`src/rtl/regfile_pkg.sv`:
```
`default_nettype none
// ============================================================================
// Module      : regfile_pkg
// Description : Shared definitions for the register-file access controller:
//               default widths, request opcodes and FSM state encoding.
// Revision    : 1.0 - initial release
// ============================================================================
package regfile_pkg;

    // Default geometry of the single-port register file (16 x 32)
    localparam int DEF_DATA_W = 32;
    localparam int DEF_SEL_W  = 4;

    // Request opcodes carried on req_op
    localparam logic [1:0] OP_READ1 = 2'b00;
    localparam logic [1:0] OP_READ2 = 2'b01;
    localparam logic [1:0] OP_WRITE = 2'b10;
    localparam logic [1:0] OP_RSVD  = 2'b11;

    // Controller states; one register-file access per non-idle cycle
    typedef enum logic [2:0] {
        ST_IDLE = 3'd0,
        ST_RD_A = 3'd1,
        ST_RD_B = 3'd2,
        ST_WR   = 3'd3,
        ST_RSP  = 3'd4
    } state_t;

endpackage : regfile_pkg
`default_nettype wire

```
`src/rtl/regfile_access_ctrl.sv`:
```
`default_nettype none
// ============================================================================
// Module      : regfile_access_ctrl
// Description : Sole initiator of the single-port register file. Accepts one
//               READ1 / READ2 / WRITE request at a time over valid/ready,
//               sequences the port one access per cycle and returns the result
//               on a valid/ready response channel. All port outputs are
//               registered so the register file sees glitch-free controls.
//               Optional build macro REGFILE_R0_ZERO_EN hardwires register 0
//               to zero (writes suppressed, reads return 0).
// Revision    : 1.0 - initial release
// ============================================================================
module regfile_access_ctrl
    import regfile_pkg::*;
#(
    parameter int DATA_W = DEF_DATA_W,
    parameter int SEL_W  = DEF_SEL_W
) (
    input  logic              clk,
    input  logic              rst,         // asynchronous, active-low

    input  logic              req_valid,
    output logic              req_ready,
    input  logic [1:0]        req_op,
    input  logic [SEL_W-1:0]  req_sel_a,
    input  logic [SEL_W-1:0]  req_sel_b,
    input  logic [DATA_W-1:0] req_wdata,

    output logic              rsp_valid,
    input  logic              rsp_ready,
    output logic [DATA_W-1:0] rsp_data_a,
    output logic [DATA_W-1:0] rsp_data_b,
    output logic              rsp_err,

    output logic [SEL_W-1:0]  rf_RegSel,
    output logic              rf_WrReg,
    output logic [DATA_W-1:0] rf_Din,
    input  logic [DATA_W-1:0] rf_Dout
);

    state_t              r_state;
    logic [1:0]          r_op;
    logic [SEL_W-1:0]    r_sel_b;
    logic                r_req_ready;
    logic                r_rsp_valid;
    logic                r_rsp_err;
    logic [DATA_W-1:0]   r_data_a;
    logic [DATA_W-1:0]   r_data_b;
    logic [SEL_W-1:0]    r_rf_sel;
    logic                r_rf_wr;
    logic [DATA_W-1:0]   r_rf_din;

    logic [DATA_W-1:0]   w_rd_data;    // read data as seen by the capture regs
    logic                w_wr_en;      // write strobe allowed for req_sel_a

`ifdef REGFILE_R0_ZERO_EN
    // Register 0 reads as zero and is never written. During RD_A/RD_B the
    // select register holds the address being read, so it qualifies the data.
    assign w_rd_data = (r_rf_sel == '0) ? '0 : rf_Dout;
    assign w_wr_en   = (req_sel_a != '0);
`else
    assign w_rd_data = rf_Dout;
    assign w_wr_en   = 1'b1;
`endif

    // Controller FSM: state, latched request, capture registers and
    // registered register-file port controls.
    always_ff @(posedge clk or negedge rst) begin
        if (!rst) begin
            r_state     <= ST_IDLE;
            r_op        <= OP_READ1;
            r_sel_b     <= '0;
            r_req_ready <= 1'b1;
            r_rsp_valid <= 1'b0;
            r_rsp_err   <= 1'b0;
            r_data_a    <= '0;
            r_data_b    <= '0;
            r_rf_sel    <= '0;
            r_rf_wr     <= 1'b0;
            r_rf_din    <= '0;
        end else begin
            case (r_state)
                ST_IDLE: begin
                    // req_ready is high throughout IDLE, so valid alone accepts
                    if (req_valid) begin
                        r_op        <= req_op;
                        r_sel_b     <= req_sel_b;
                        r_req_ready <= 1'b0;
                        r_rsp_err   <= 1'b0;
                        r_data_b    <= '0;
                        case (req_op)
                            OP_READ1, OP_READ2: begin
                                r_state  <= ST_RD_A;
                                r_rf_sel <= req_sel_a;
                            end
                            OP_WRITE: begin
                                // Write data doubles as the response payload
                                r_state  <= ST_WR;
                                r_rf_sel <= req_sel_a;
                                r_rf_din <= req_wdata;
                                r_rf_wr  <= w_wr_en;
                                r_data_a <= req_wdata;
                            end
                            default: begin
                                // Reserved opcode: answer immediately, no access
                                r_state     <= ST_RSP;
                                r_rsp_valid <= 1'b1;
                                r_rsp_err   <= 1'b1;
                                r_data_a    <= '0;
                            end
                        endcase
                    end
                end
                ST_RD_A: begin
                    r_data_a <= w_rd_data;
                    if (r_op == OP_READ2) begin
                        r_state  <= ST_RD_B;
                        r_rf_sel <= r_sel_b;
                    end else begin
                        r_state     <= ST_RSP;
                        r_rf_sel    <= '0;
                        r_rsp_valid <= 1'b1;
                    end
                end
                ST_RD_B: begin
                    r_data_b    <= w_rd_data;
                    r_state     <= ST_RSP;
                    r_rf_sel    <= '0;
                    r_rsp_valid <= 1'b1;
                end
                ST_WR: begin
                    // Write commits at this edge; strobe lasts one cycle only
                    r_state     <= ST_RSP;
                    r_rf_sel    <= '0;
                    r_rf_wr     <= 1'b0;
                    r_rf_din    <= '0;
                    r_rsp_valid <= 1'b1;
                end
                ST_RSP: begin
                    if (rsp_ready) begin
                        r_state     <= ST_IDLE;
                        r_rsp_valid <= 1'b0;
                        r_rsp_err   <= 1'b0;
                        r_req_ready <= 1'b1;
                    end
                end
                default: begin
                    r_state     <= ST_IDLE;
                    r_req_ready <= 1'b1;
                    r_rsp_valid <= 1'b0;
                    r_rsp_err   <= 1'b0;
                    r_rf_sel    <= '0;
                    r_rf_wr     <= 1'b0;
                    r_rf_din    <= '0;
                end
            endcase
        end
    end

    assign req_ready  = r_req_ready;
    assign rsp_valid  = r_rsp_valid;
    assign rsp_err    = r_rsp_err;
    assign rsp_data_a = r_data_a;
    assign rsp_data_b = r_data_b;
    assign rf_RegSel  = r_rf_sel;
    assign rf_WrReg   = r_rf_wr;
    assign rf_Din     = r_rf_din;

endmodule : regfile_access_ctrl
`default_nettype wire
```
`config.mk`:
```
export PLATFORM = sky130hd
export DESIGN_NAME = regfile_access_ctrl
export DESIGN_NICKNAME = d
export VERILOG_FILES = /design/src/rtl/regfile_pkg.sv /design/src/rtl/regfile_access_ctrl.sv
export SDC_FILE = /design/constraint.sdc
export NUM_CORES = 1
export LEC_CHECK = 0
export BUFFER_PORTS_ARGS = -buffer_cell sky130_fd_sc_hd__buf_2
export CAP_MARGIN = 10
export CORE_MARGIN = 2
export CORE_UTILIZATION = 45
export CTS_CLUSTER_DIAMETER = 30
export DETAILED_ROUTE_END_ITERATION = 6
export PLACE_DENSITY = 0.74
export SYNTH_ARGS = -nofsm -noshare
export SYNTH_HDL_FRONTEND = slang
export SYNTH_SLANG_ARGS = --single-unit
```
`constraint.sdc`:
```
create_clock -name clk -period 2.1 [get_ports clk]
set_input_delay 0.105 -clock clk [delete_from_list [all_inputs] [get_ports clk]]
set_output_delay 0.105 -clock clk [all_outputs]
set_load 0.005 [all_outputs]
```
==> implementation parameters, run 1 <==
Parameter                              Value

Floorplanning
  DIE HEIGHT ... 109 um
  X dimension of the die ... 109 um
  Number of I/O pins ... 182
  Overall die area ... 11900 um^2
  Placeable core region ... 10800 um^2
  Starting density of the core ... 0.459
  Number of placement rows ... 38

Worst setup path
  Cell depth of the worst flop-to-flop path ... 5
  Flop2flop setup slack ... 0.20 ns
  Arrival time worst endpoint ... 2.30 ns
  Startpoint of the worst register-to-register path ... r_state[0]$_DFFE_PN0P_
  Worst reg2reg endpoint ... rsp_data_a[10]$_DFFE_PN0P_
  CP required ... 2.50 ns
  Startpoint class of the critical path ... flop
  CP Capture Type ... flop
  CP Class ... flop to flop
  Crit-path max FO ... 16

Detailed routing
  Post-detailed-route count of antenna-violating nets ... 0
  Residual DRC count ... 0
  Detail-routed net length per standard cell ... 19.8 um
  Violation count after the first detailed-routing iteration ... 276
  Via/cell ratio ... 5.79
  Number of vias in the routed layout ... 4531
  Final WL ... 15.5 mm
  TritonRoute pass-1 iters ... 4

Synth
  Post-Synthesis Cells ... 370
  Sequential-to-total area share from yosys stat ... 0.571
  Ys flop type ... dfrtp_1
  Number of unique standard cell types used by synthesis ... 41
  Yosys reg bits ... 113
  Async set-reset flop share out of synthesis ... 1.00
  Number of flops mapped to enable cells by yosys ... 0
  Warnings from Yosys ... 0
  Syn avg cell area ... 13.4 um^2
  Total nets after synthesis ... 448
  Syn Std Cell Area ... 4960 um^2

Layout
  Most common cell after layout, fill and taps aside ... buf_2
  P&R area growth vs syn ... 51.6%
  Fraction of layout cells with a size suffix above 1 ... 0.439
  Antenna diode count ... 0
  Final cell count without fillers ... 782
  Final nets ... 707
  Most frequent cells in the layout ... buf_2, dfrtp_1, dlygate4sd3_1

Power
  Static leakage power ... 0.00383 uW
  Clock group share of total power ... 0.298
  P_int ... 7300 uW
  Sequential Power Share ... 0.344
  Power density over the cells ... 1430 nW/um^2
  Worst ir drop on vdd ... 0.000653 V
  Sw power ... 3430 uW
  Switching share of total power ... 0.320
  Logic pwr share ... 0.358

Placement
  Buffers on Ports ... 181
  Placer Congestion ... 0.822
  HPWL after detailed placement ... 9.77 mm
  Placed instance count ... 674
  Placement Setup Slack ... 0.211 ns

CTS
  Number of levels the H-tree was split into ... 4
  Clock Tree Root ... clkbuf_8
  Clock slew at reported path FFs ... 0.06 ns
  Clock Path Buffers ... 2
  CTS Buf Count ... 17
  Clock net sink count ... 113
  TritonCTS clock tree ... yes
  Post-CTS Setup Bufs ... 0
  Clock insertion delay at the later pin of the skew report ... 0.51 ns

Timing
  Slew Limit Headroom ... 0.346
  Hold Violations, Final ... 0
  Finish-stage setup viols ... 0
  Post-Route Setup TNS ... 0 ns
  Min Clock Period, post-route ... 1.90 ns
  Final clock period utilization by the worst path ... 0.904
  RSZ-0062 raised after global routing ... no
  Highest achievable clock rate ... 527 MHz
  Clock skew ... 0.00510 ns
  Slew at the pin closest to its max-slew limit ... 0.981 ns
  Post-layout worst setup margin ... 0.201 ns
  Slew Limit Fails ... 0

Run
  Max_cap viols ... 0

Global route
  Antenna violations before repair ... 0
  Total gr overflow ... 0
  GR Util All Layers ... 0.265
  First-pass GRT wire length ... 23.7 mm
  Pin count of the biggest net entering global routing ... 56
  Number of global-route vias before repair ... 4632

Status
  Status ... finished, final reports clean

Min path
  Capture endpoint of the worst hold path ... req_ready$_DFFE_PN1P_
  Number of stages on the worst hold path ... 3
  Class of the tightest hold or removal check ... input pin to flop
  Worst Min Path Start ... req_valid
sequential cells by signal (all words and copies together) (netlist names):
signal and flops:
rf_RegSel 4, r_op 2, rf_Din 32, rsp_data_a 32
rsp_err 1, r_sel_b 4, r_state 3, rf_WrReg 1
rsp_data_b 32, rsp_valid 1, req_ready 1
worst max-delay path, stage by stage, from the launching register on:
cell	delay, ns
dfrtp_1	0.46
buf_4	0.23
or3b_1	0.38
buf_4	0.22
a31o_1	0.23
mux2_2	0.26
cell usage after synthesis (2+ instances only):
library cell,number,area share
dfrtp_1,112,0.57
a22o_1,64,0.11
mux2_2,36,0.082
nor4bb_1,32,0.065
a31o_1,28,0.049
buf_2,18,0.018
clkbuf_1,16,0.012
a32oi_1,4,0.0071
inv_1,4,0.0030
nor2_1,4,0.0030
o2bb2ai_1,4,0.0071
a21oi_1,3,0.0030
a31o_2,3,0.0053
a31oi_1,3,0.0038
buf_6,3,0.0068
nand2_1,3,0.0023
nor3_1,3,0.0030
a21boi_0,2,0.0030
and2_1,2,0.0025
mux2i_1,2,0.0040
nor2b_1,2,0.0025
nor3b_1,2,0.0030
o21ai_0,2,0.0020
power by group through the flow:
| stage | clock, uW | combinational [uW] | sequential [uW] |
|---|---|---|---|
| after detailed placement | 0 | 3710 | 3670 |
| final | 3200 | 3840 | 3690 |
| after global placement | 0 | 3610 | 3640 |
| after CTS | 3230 | 3830 | 3660 |
| after global routing | 3350 | 4170 | 3780 |
| after floorplan | 0 | 2060 | 3670 |
cell families (layout without fill, tap and decap cells):
logic type | Yosys count | in the layout | share of synthesized area
buf+inv | 43 | 315 | 0.0424
simple gates | 53 | 53 | 0.0896
fa+ha+maj | 1 | 1 | 0.00202
flops | 113 | 113 | 0.571
compound gates | 122 | 122 | 0.209
mux | 38 | 38 | 0.0858
worst max-delay path by stage:
stage	start	end
floorplan	r_state[1]$_DFFE_PN0P_	rsp_data_a[3]$_DFFE_PN0P_
finish	r_state[0]$_DFFE_PN0P_	rsp_data_a[10]$_DFFE_PN0P_
CTS	r_state[1]$_DFFE_PN0P_	rsp_data_b[23]$_DFFE_PN0P_
global placement	r_state[1]$_DFFE_PN0P_	rsp_data_b[30]$_DFFE_PN0P_
global route	r_state[1]$_DFFE_PN0P_	rsp_data_b[30]$_DFFE_PN0P_
detailed placement	r_state[0]$_DFFE_PN0P_	rsp_data_a[2]$_DFFE_PN0P_
stage by stage:
step	instance area [um^2]	utilization	total power (uW)	hold WS [ns]
after CTS	7520	0.696	10700	0.00933
after global placement	6090	0.564	7250	0.204
final	7520	0.696	10700	0.0245
after global routing	7520	0.696	11300	0.0205
after detailed placement	6090	0.564	7380	0.209
after floorplan	4960	-	5730	-0.191
final cells by class:
type                            count  area (um^2)
Clock buffer                       19          432
Clock inverter                     13          234
Fill cell                         733         3280
Inverter                            4         15.0
Multi-Input combinational cell    214         1950
Sequential cell                   113         2830
Tap cell                          140          175
Timing Repair Buffer              279         1880
what timing repair did:
action                    CTS  global route
hold buffers               76             0
hold endpoints to repair  162             0
gates resized for setup     0             0
per-layer routing:
layer	vias up	wire [um]	part of all wire	GRT usage
li1	1974	-	-	-
met1	2314	6430	0.42	0.335
met2	211	7740	0.50	0.441
met3	32	974	0.063	0.0598
met4	0	324	0.021	0.108
met5	-	0	0	0
(Power assumes the default switching activity.)
==> run 2, diff against run 1 <==
--- a/config.mk
+++ b/config.mk
@@ -8,10 +8,10 @@
 export BUFFER_PORTS_ARGS = -buffer_cell sky130_fd_sc_hd__buf_2
 export CAP_MARGIN = 10
 export CORE_MARGIN = 2
-export CORE_UTILIZATION = 45
+export CORE_UTILIZATION = 49
 export CTS_CLUSTER_DIAMETER = 30
 export DETAILED_ROUTE_END_ITERATION = 6
-export PLACE_DENSITY = 0.74
+export PLACE_DENSITY = 0.79
 export SYNTH_ARGS = -nofsm -noshare
 export SYNTH_HDL_FRONTEND = slang
 export SYNTH_SLANG_ARGS = --single-unit
==> run 2 against run 1 <==
Compared with the run above: core utilization up 5.5 points; critical endpoint is now rsp_data_b[9]$_DFFE_PN0P_; fmax decreased by 3.2%; sequential power barely moved; largest power group unchanged.
==> implementation parameters, run 2 (synthesis results as in run 1) <==
Parameter                              Value

Floorplanning
  X dimension of the die ... 105 um (was 109 um)
  Number of placement rows ... 36 (was 38)
  Number of I/O pins ... 182 (unchanged)
  DIE HEIGHT ... 105 um (was 109 um)
  Starting density of the core ... 0.505 (was 0.459)
  Placeable core region ... 9820 um^2 (was 10800 um^2)
  Overall die area ... 10900 um^2 (was 11900 um^2)

Worst setup path
  Crit-path max FO ... 24 (was 16)
  Cell family with most CP delay ... simple AND/OR/NAND/NOR gates (was flip-flops)
  CP Class ... flop to flop (unchanged)
  Buf+Inv Stages, Crit Path ... 1 (was 2)
  Highest-delay cell along the critical path ... nor2_2 (was dfrtp_1)
  Arrival time worst endpoint ... 2.42 ns (was 2.30 ns)
  Cells traversed along the worst timing path ... nor3b_2, nor2_2, buf_4, a22o_1 (was buf_4, or3b_1, buf_4, a31o_1, mux2_2)
  CP required ... 2.55 ns (was 2.50 ns)
  Startpoint class of the critical path ... flop (unchanged)
  Maximum single-stage delay on the critical path ... 0.83 ns (was 0.46 ns)
  CP Capture Type ... flop (unchanged)

Layout
  Most frequent cells in the layout ... buf_2, dfrtp_1, dlygate4sd3_1 (unchanged)
  Final nets ... 708 (was 707)
  Area taken by flip-flops and latches ... 2830 um^2 (about the same)
  Fraction of layout cells with a size suffix above 1 ... 0.443 (was 0.439)
  Area occupied by multi-input gates ... 1950 um^2 (unchanged)
  Final-layout fill cell count ... 630 (was 733)
  Most common cell after layout, fill and taps aside ... buf_2 (unchanged)
  Antenna diode count ... 0 (unchanged)
  Post-route core utilization ... 0.751 (was 0.696)
  P&R area growth vs syn ... 48.7% (was 51.6%)
  Final cell count without fillers ... 776 (was 782)

Global route
  Pin count of the biggest net entering global routing ... 49 (was 56)
  Total gr overflow ... 0 (unchanged)
  Number of global-route vias before repair ... 4654 (was 4632)
  Antenna violations before repair ... 0 (unchanged)
  First-pass GRT wire length ... 24.9 mm (was 23.7 mm)
  GR Util All Layers ... 0.293 (was 0.265)

Detailed routing
  Post-detailed-route count of antenna-violating nets ... 0 (unchanged)
  Via/cell ratio ... 5.81 (was 5.79)
  Residual DRC count ... 0 (unchanged)
  TritonRoute pass-1 iters ... 4 (unchanged)
  Detail-routed net length per standard cell ... 20.3 um (was 19.8 um)
  Number of vias in the routed layout ... 4506 (was 4531)
  Final WL ... 15.8 mm (was 15.5 mm)
  Violation count after the first detailed-routing iteration ... 272 (was 276)

CTS
  Cts hold-fix bufs ... 76 (unchanged)
  CTS Buf Count ... 17 (unchanged)
  Clock Path Buffers ... 2 (unchanged)
  Post_cts resized ... 0 (unchanged)
  Clock slew at reported path FFs ... 0.06 ns (about the same)
  Number of levels the H-tree was split into ... 4 (unchanged)
  Clock net sink count ... 113 (unchanged)
  Post-CTS Setup Bufs ... 0 (unchanged)
  Clock Tree Root ... clkbuf_8 (unchanged)
  TritonCTS clock tree ... yes (unchanged)
  Clock insertion delay at the later pin of the skew report ... 0.53 ns (was 0.51 ns)

Placement
  HPWL after detailed placement ... 9.50 mm (was 9.77 mm)
  Buffers on Ports ... 181 (unchanged)
  Placed instance count ... 668 (was 674)
  Placer Congestion ... 0.789 (was 0.822)

Timing
  Worst slack on hold paths ... 0.0188 ns (was 0.0245 ns)
  Slew Limit Fails ... 0 (unchanged)
  Highest achievable clock rate ... 510 MHz (was 527 MHz)
  Post-Route Setup TNS ... 0 ns (unchanged)
  Slew Limit Headroom ... 0.284 (was 0.346)
  Clock skew ... 0.0102 ns (was 0.00510 ns)
  Hold Violations, Final ... 0 (unchanged)
  Finish-stage setup viols ... 0 (unchanged)
  Final clock period utilization by the worst path ... 0.935 (was 0.904)
  Slew at the pin closest to its max-slew limit ... 1.07 ns (was 0.981 ns)
  RSZ-0062 raised after global routing ... no (unchanged)
  Min Clock Period, post-route ... 1.96 ns (was 1.90 ns)

Power
  Power density over the cells ... 1390 nW/um^2 (was 1430 nW/um^2)
  Worst ir drop on vdd ... 0.000809 V (was 0.000653 V)
  Total power after layout ... 10200 uW (was 10700 uW)
  Static leakage power ... 0.00377 uW (was 0.00383 uW)

Min path
  Class of the tightest hold or removal check ... input pin to flop (unchanged)

Run
  Max_cap viols ... 0 (unchanged)

Status
  Status ... finished, final reports clean (unchanged)
==> run 2: area by class of cell <==
cell class,count,area share
multi-input cells,214,0.264
repair buffers,280,0.251
well taps,133,0.0226
inverters,4,0.00204
clock buffers,18,0.0580
clock inverters,14,0.0180
flip-flops and latches,113,0.384
==> run 2: worst paths after layout <==
kind / cells past startpoint / slack [ns] / endpoint / startpoint
setup / recovery: 4 / 0.14 / rsp_data_b[9]$_DFFE_PN0P_ / r_state[1]$_DFFE_PN0P_
hold / removal: 3 / 0.02 / req_ready$_DFFE_PN1P_ / req_valid
setup reg to reg: 4 / 0.14 / rsp_data_b[9]$_DFFE_PN0P_ / r_state[1]$_DFFE_PN0P_
hold reg to reg: 1 / 0.49 / rf_WrReg$_DFFE_PN0P_ / rf_WrReg$_DFFE_PN0P_
max in group asynchronous: 3 / 1.26 / rsp_data_b[9]$_DFFE_PN0P_ / rst
min in group asynchronous: 2 / 0.09 / rf_Din[23]$_DFFE_PN0P_ / rst
==> run 2: worst register-to-register path: stages (launching register included) <==
cell and delay [ns]:
dfrtp_2 0.42, nor3b_2 0.17, nor2_2 0.83, buf_4 0.32, a22o_1 0.15
==> run 2: layer usage <==
metal,track usage,routed length [um],vias to the layer above
met5,0,0,-
met2,0.486,7810,261
met4,0.108,346,0
li1,-,-,1983
met3,0.0836,1190,35
met1,0.368,6420,2227
==> run 2: report_power, final <==
part | switching (uW) | internal, uW | total, uW
registers | 590 | 3110 | 3700
logic | 1900 | 1970 | 3870
clock network | 1060 | 1610 | 2680
==> run 2: stage by stage <==
step,area [um^2],worst slack (ns)
floorplan,4960,0.469
global placement,6050,0.239
detailed placement,6050,0.183
CTS,7370,0.130
global route,7370,0.0554
finish,7370,0.137
==> run 3, diff against run 2 <==
--- a/config.mk
+++ b/config.mk
@@ -7,11 +7,10 @@
 export LEC_CHECK = 0
 export BUFFER_PORTS_ARGS = -buffer_cell sky130_fd_sc_hd__buf_2
 export CAP_MARGIN = 10
-export CORE_MARGIN = 2
-export CORE_UTILIZATION = 49
+export CORE_UTILIZATION = 45
 export CTS_CLUSTER_DIAMETER = 30
 export DETAILED_ROUTE_END_ITERATION = 6
-export PLACE_DENSITY = 0.79
+export PLACE_DENSITY = 0.77
 export SYNTH_ARGS = -nofsm -noshare
 export SYNTH_HDL_FRONTEND = slang
 export SYNTH_SLANG_ARGS = --single-unit
==> constraint.sdc (replaced) <==
create_clock -name clk -period 1.7 [get_ports clk]
set_input_delay 0.085 -clock clk [delete_from_list [all_inputs] [get_ports clk]]
set_output_delay 0.085 -clock clk [all_outputs]
set_load 0.005 [all_outputs]
==> run 3 against run 2 <==
Compared with the run above: final cell count increased by 1.4%; non-clock buffer count increased by 9; sequential cell count unchanged; cell area increased by 1.7%; clock power increased by 14%; largest power group unchanged.
==> implementation parameters, run 3 (synthesis results as in run 1) <==
Parameter                              Value

Floorplanning
  DIE HEIGHT ... 107 um (was 105 um)
  Number of placement rows ... 37 (was 36)
  X dimension of the die ... 107 um (was 105 um)
  Placeable core region ... 10500 um^2 (was 9820 um^2)
  Overall die area ... 11400 um^2 (was 10900 um^2)
  Number of I/O pins ... 182 (unchanged)
  Starting density of the core ... 0.472 (was 0.505)

Global route
  Total gr overflow ... 0 (unchanged)
  GR Util All Layers ... 0.284 (was 0.293)
  Antenna violations before repair ... 0 (unchanged)
  First-pass GRT wire length ... 24.6 mm (was 24.9 mm)
  Number of global-route vias before repair ... 4841 (was 4654)
  Pin count of the biggest net entering global routing ... 58 (was 49)

Detailed routing
  TritonRoute pass-1 iters ... 5 (was 4)
  Residual DRC count ... 0 (unchanged)
  Detail-routed net length per standard cell ... 19.9 um (was 20.3 um)
  Number of vias in the routed layout ... 4557 (was 4506)
  Post-detailed-route count of antenna-violating nets ... 0 (unchanged)
  Violation count after the first detailed-routing iteration ... 267 (was 272)
  Final WL ... 15.7 mm (was 15.8 mm)
  Via/cell ratio ... 5.79 (was 5.81)

Worst setup path
  Arrival time worst endpoint ... 2.06 ns (was 2.42 ns)
  Cell depth of the worst flop-to-flop path ... 4 (unchanged)
  CP Capture Type ... flop (unchanged)
  Startpoint class of the critical path ... flop (unchanged)
  CP Class ... flop to flop (unchanged)
  CP required ... 2.10 ns (was 2.55 ns)
  Crit-path max FO ... 22 (was 24)

Run
  Max_cap viols ... 0 (unchanged)

Layout
  Antenna diode count ... 0 (unchanged)
  P&R area growth vs syn ... 51.3% (was 48.7%)
  Most frequent cells in the layout ... buf_2, dfrtp_1, dlygate4sd3_1 (unchanged)
  Area taken by flip-flops and latches ... 2830 um^2 (unchanged)
  Final nets ... 717 (was 708)
  Most common cell after layout, fill and taps aside ... buf_2 (unchanged)
  Final cell count without fillers ... 787 (was 776)
  Fraction of layout cells with a size suffix above 1 ... 0.442 (was 0.443)
  Final-layout fill cell count ... 711 (was 630)
  Area occupied by multi-input gates ... 1960 um^2 (was 1950 um^2)
  Final Instance Area ... 7500 um^2 (was 7370 um^2)

CTS
  Clock slew at reported path FFs ... 0.06 ns (about the same)
  TritonCTS clock tree ... yes (unchanged)
  CTS Buf Count ... 17 (unchanged)
  Clock net sink count ... 113 (unchanged)
  Number of levels the H-tree was split into ... 4 (unchanged)
  Clock Tree Root ... clkbuf_8 (unchanged)
  Clock insertion delay at the later pin of the skew report ... 0.52 ns (was 0.53 ns)
  Clock Path Buffers ... 2 (unchanged)

Timing
  Slew Limit Fails ... 0 (unchanged)
  Post-Route Setup TNS ... 0 ns (unchanged)
  Slew at the pin closest to its max-slew limit ... 0.532 ns (was 1.07 ns)
  Final clock period utilization by the worst path ... 0.976 (was 0.935)
  Min Clock Period, post-route ... 1.66 ns (was 1.96 ns)
  RSZ-0062 raised after global routing ... yes (was no)
  Slew Limit Headroom ... 0.642 (was 0.284)
  Clock skew ... 0.00747 ns (was 0.0102 ns)
  Post-layout worst setup margin ... 0.0407 ns (was 0.137 ns)
  Highest achievable clock rate ... 603 MHz (was 510 MHz)
  Worst slack on hold paths ... 0.0495 ns (was 0.0188 ns)
  Hold Violations, Final ... 0 (unchanged)
  Finish-stage setup viols ... 0 (unchanged)

Placement
  Buffers on Ports ... 181 (unchanged)
  Placed instance count ... 678 (was 668)
  Placement Setup Slack ... 0.0147 ns (was 0.183 ns)
  Placer Congestion ... 0.770 (was 0.789)
  Total cell area at the placement stage ... 6190 um^2 (was 6050 um^2)
  HPWL after detailed placement ... 9.44 mm (was 9.50 mm)

Min path
  Class of the tightest hold or removal check ... input pin to async pin (was input pin to flop)

Power
  Power density over the cells ... 1690 nW/um^2 (was 1390 nW/um^2)
  Worst ir drop on vdd ... 0.000949 V (was 0.000809 V)
  Static leakage power ... 0.00384 uW (was 0.00377 uW)

Status
  Status ... finished, final reports clean (unchanged)
run 3: final cells by class:
class / instances / area share
inverters: 4 / 0.00200
clock buffers: 25 / 0.0632
flip-flops and latches: 113 / 0.377
repair buffers: 289 / 0.270
clock inverters: 6 / 0.00434
multi-input cells: 214 / 0.261
well taps: 136 / 0.0227
run 3: final timing paths:
check	from	endpoint	slack (ns)
worst max-delay path	r_state[2]$_DFFE_PN0P_	rsp_data_a[4]$_DFFE_PN0P_	0.04
worst min-delay path	rst	rsp_err$_DFFE_PN0P_	0.05
worst max register to register	r_state[2]$_DFFE_PN0P_	rsp_data_a[4]$_DFFE_PN0P_	0.04
worst min register to register	rf_WrReg$_DFFE_PN0P_	rf_WrReg$_DFFE_PN0P_	0.48
max in group asynchronous	rst	rsp_data_a[1]$_DFFE_PN0P_	0.99
min in group clk	req_sel_b[0]	r_sel_b[0]$_DFFE_PN0P_	0.34
run 3: power breakdown:
part / internal [uW] / leakage, uW / switching [uW]
combinational: 2680 / 0.00209 / 2360
clock: 1880 / 0.000252 / 1170
sequential: 3850 / 0.00150 / 710
total: 8410 / 0.00384 / 4240
run 3: what timing repair did:
item,CTS,global route
hold buffers,77,0
cloned,0,1
setup buffers,0,0
endpoints found under the setup margin,2,81
gates resized for setup,2,5
endpoints found under the hold margin,223,0
run 3: worst max-delay path, stage by stage, from the launching register on:
cell and delay (ns):
dfrtp_2 0.43, or3b_1 0.42, buf_12 0.19, a31o_1 0.22
mux2_2 0.28
run 3: routing by layer:
layer,GRT usage,part of all wire
met1,0.344,0.41
met2,0.488,0.51
met3,0.0620,0.063
met4,0.121,0.018
met5,0,0
run 3: stage by stage:
step	utilization	power, uW
floorplan	-	7070
global placement	0.589	9150
detailed placement	0.589	9330
CTS	0.712	12600
global route	0.714	13300
finish	0.714	12700
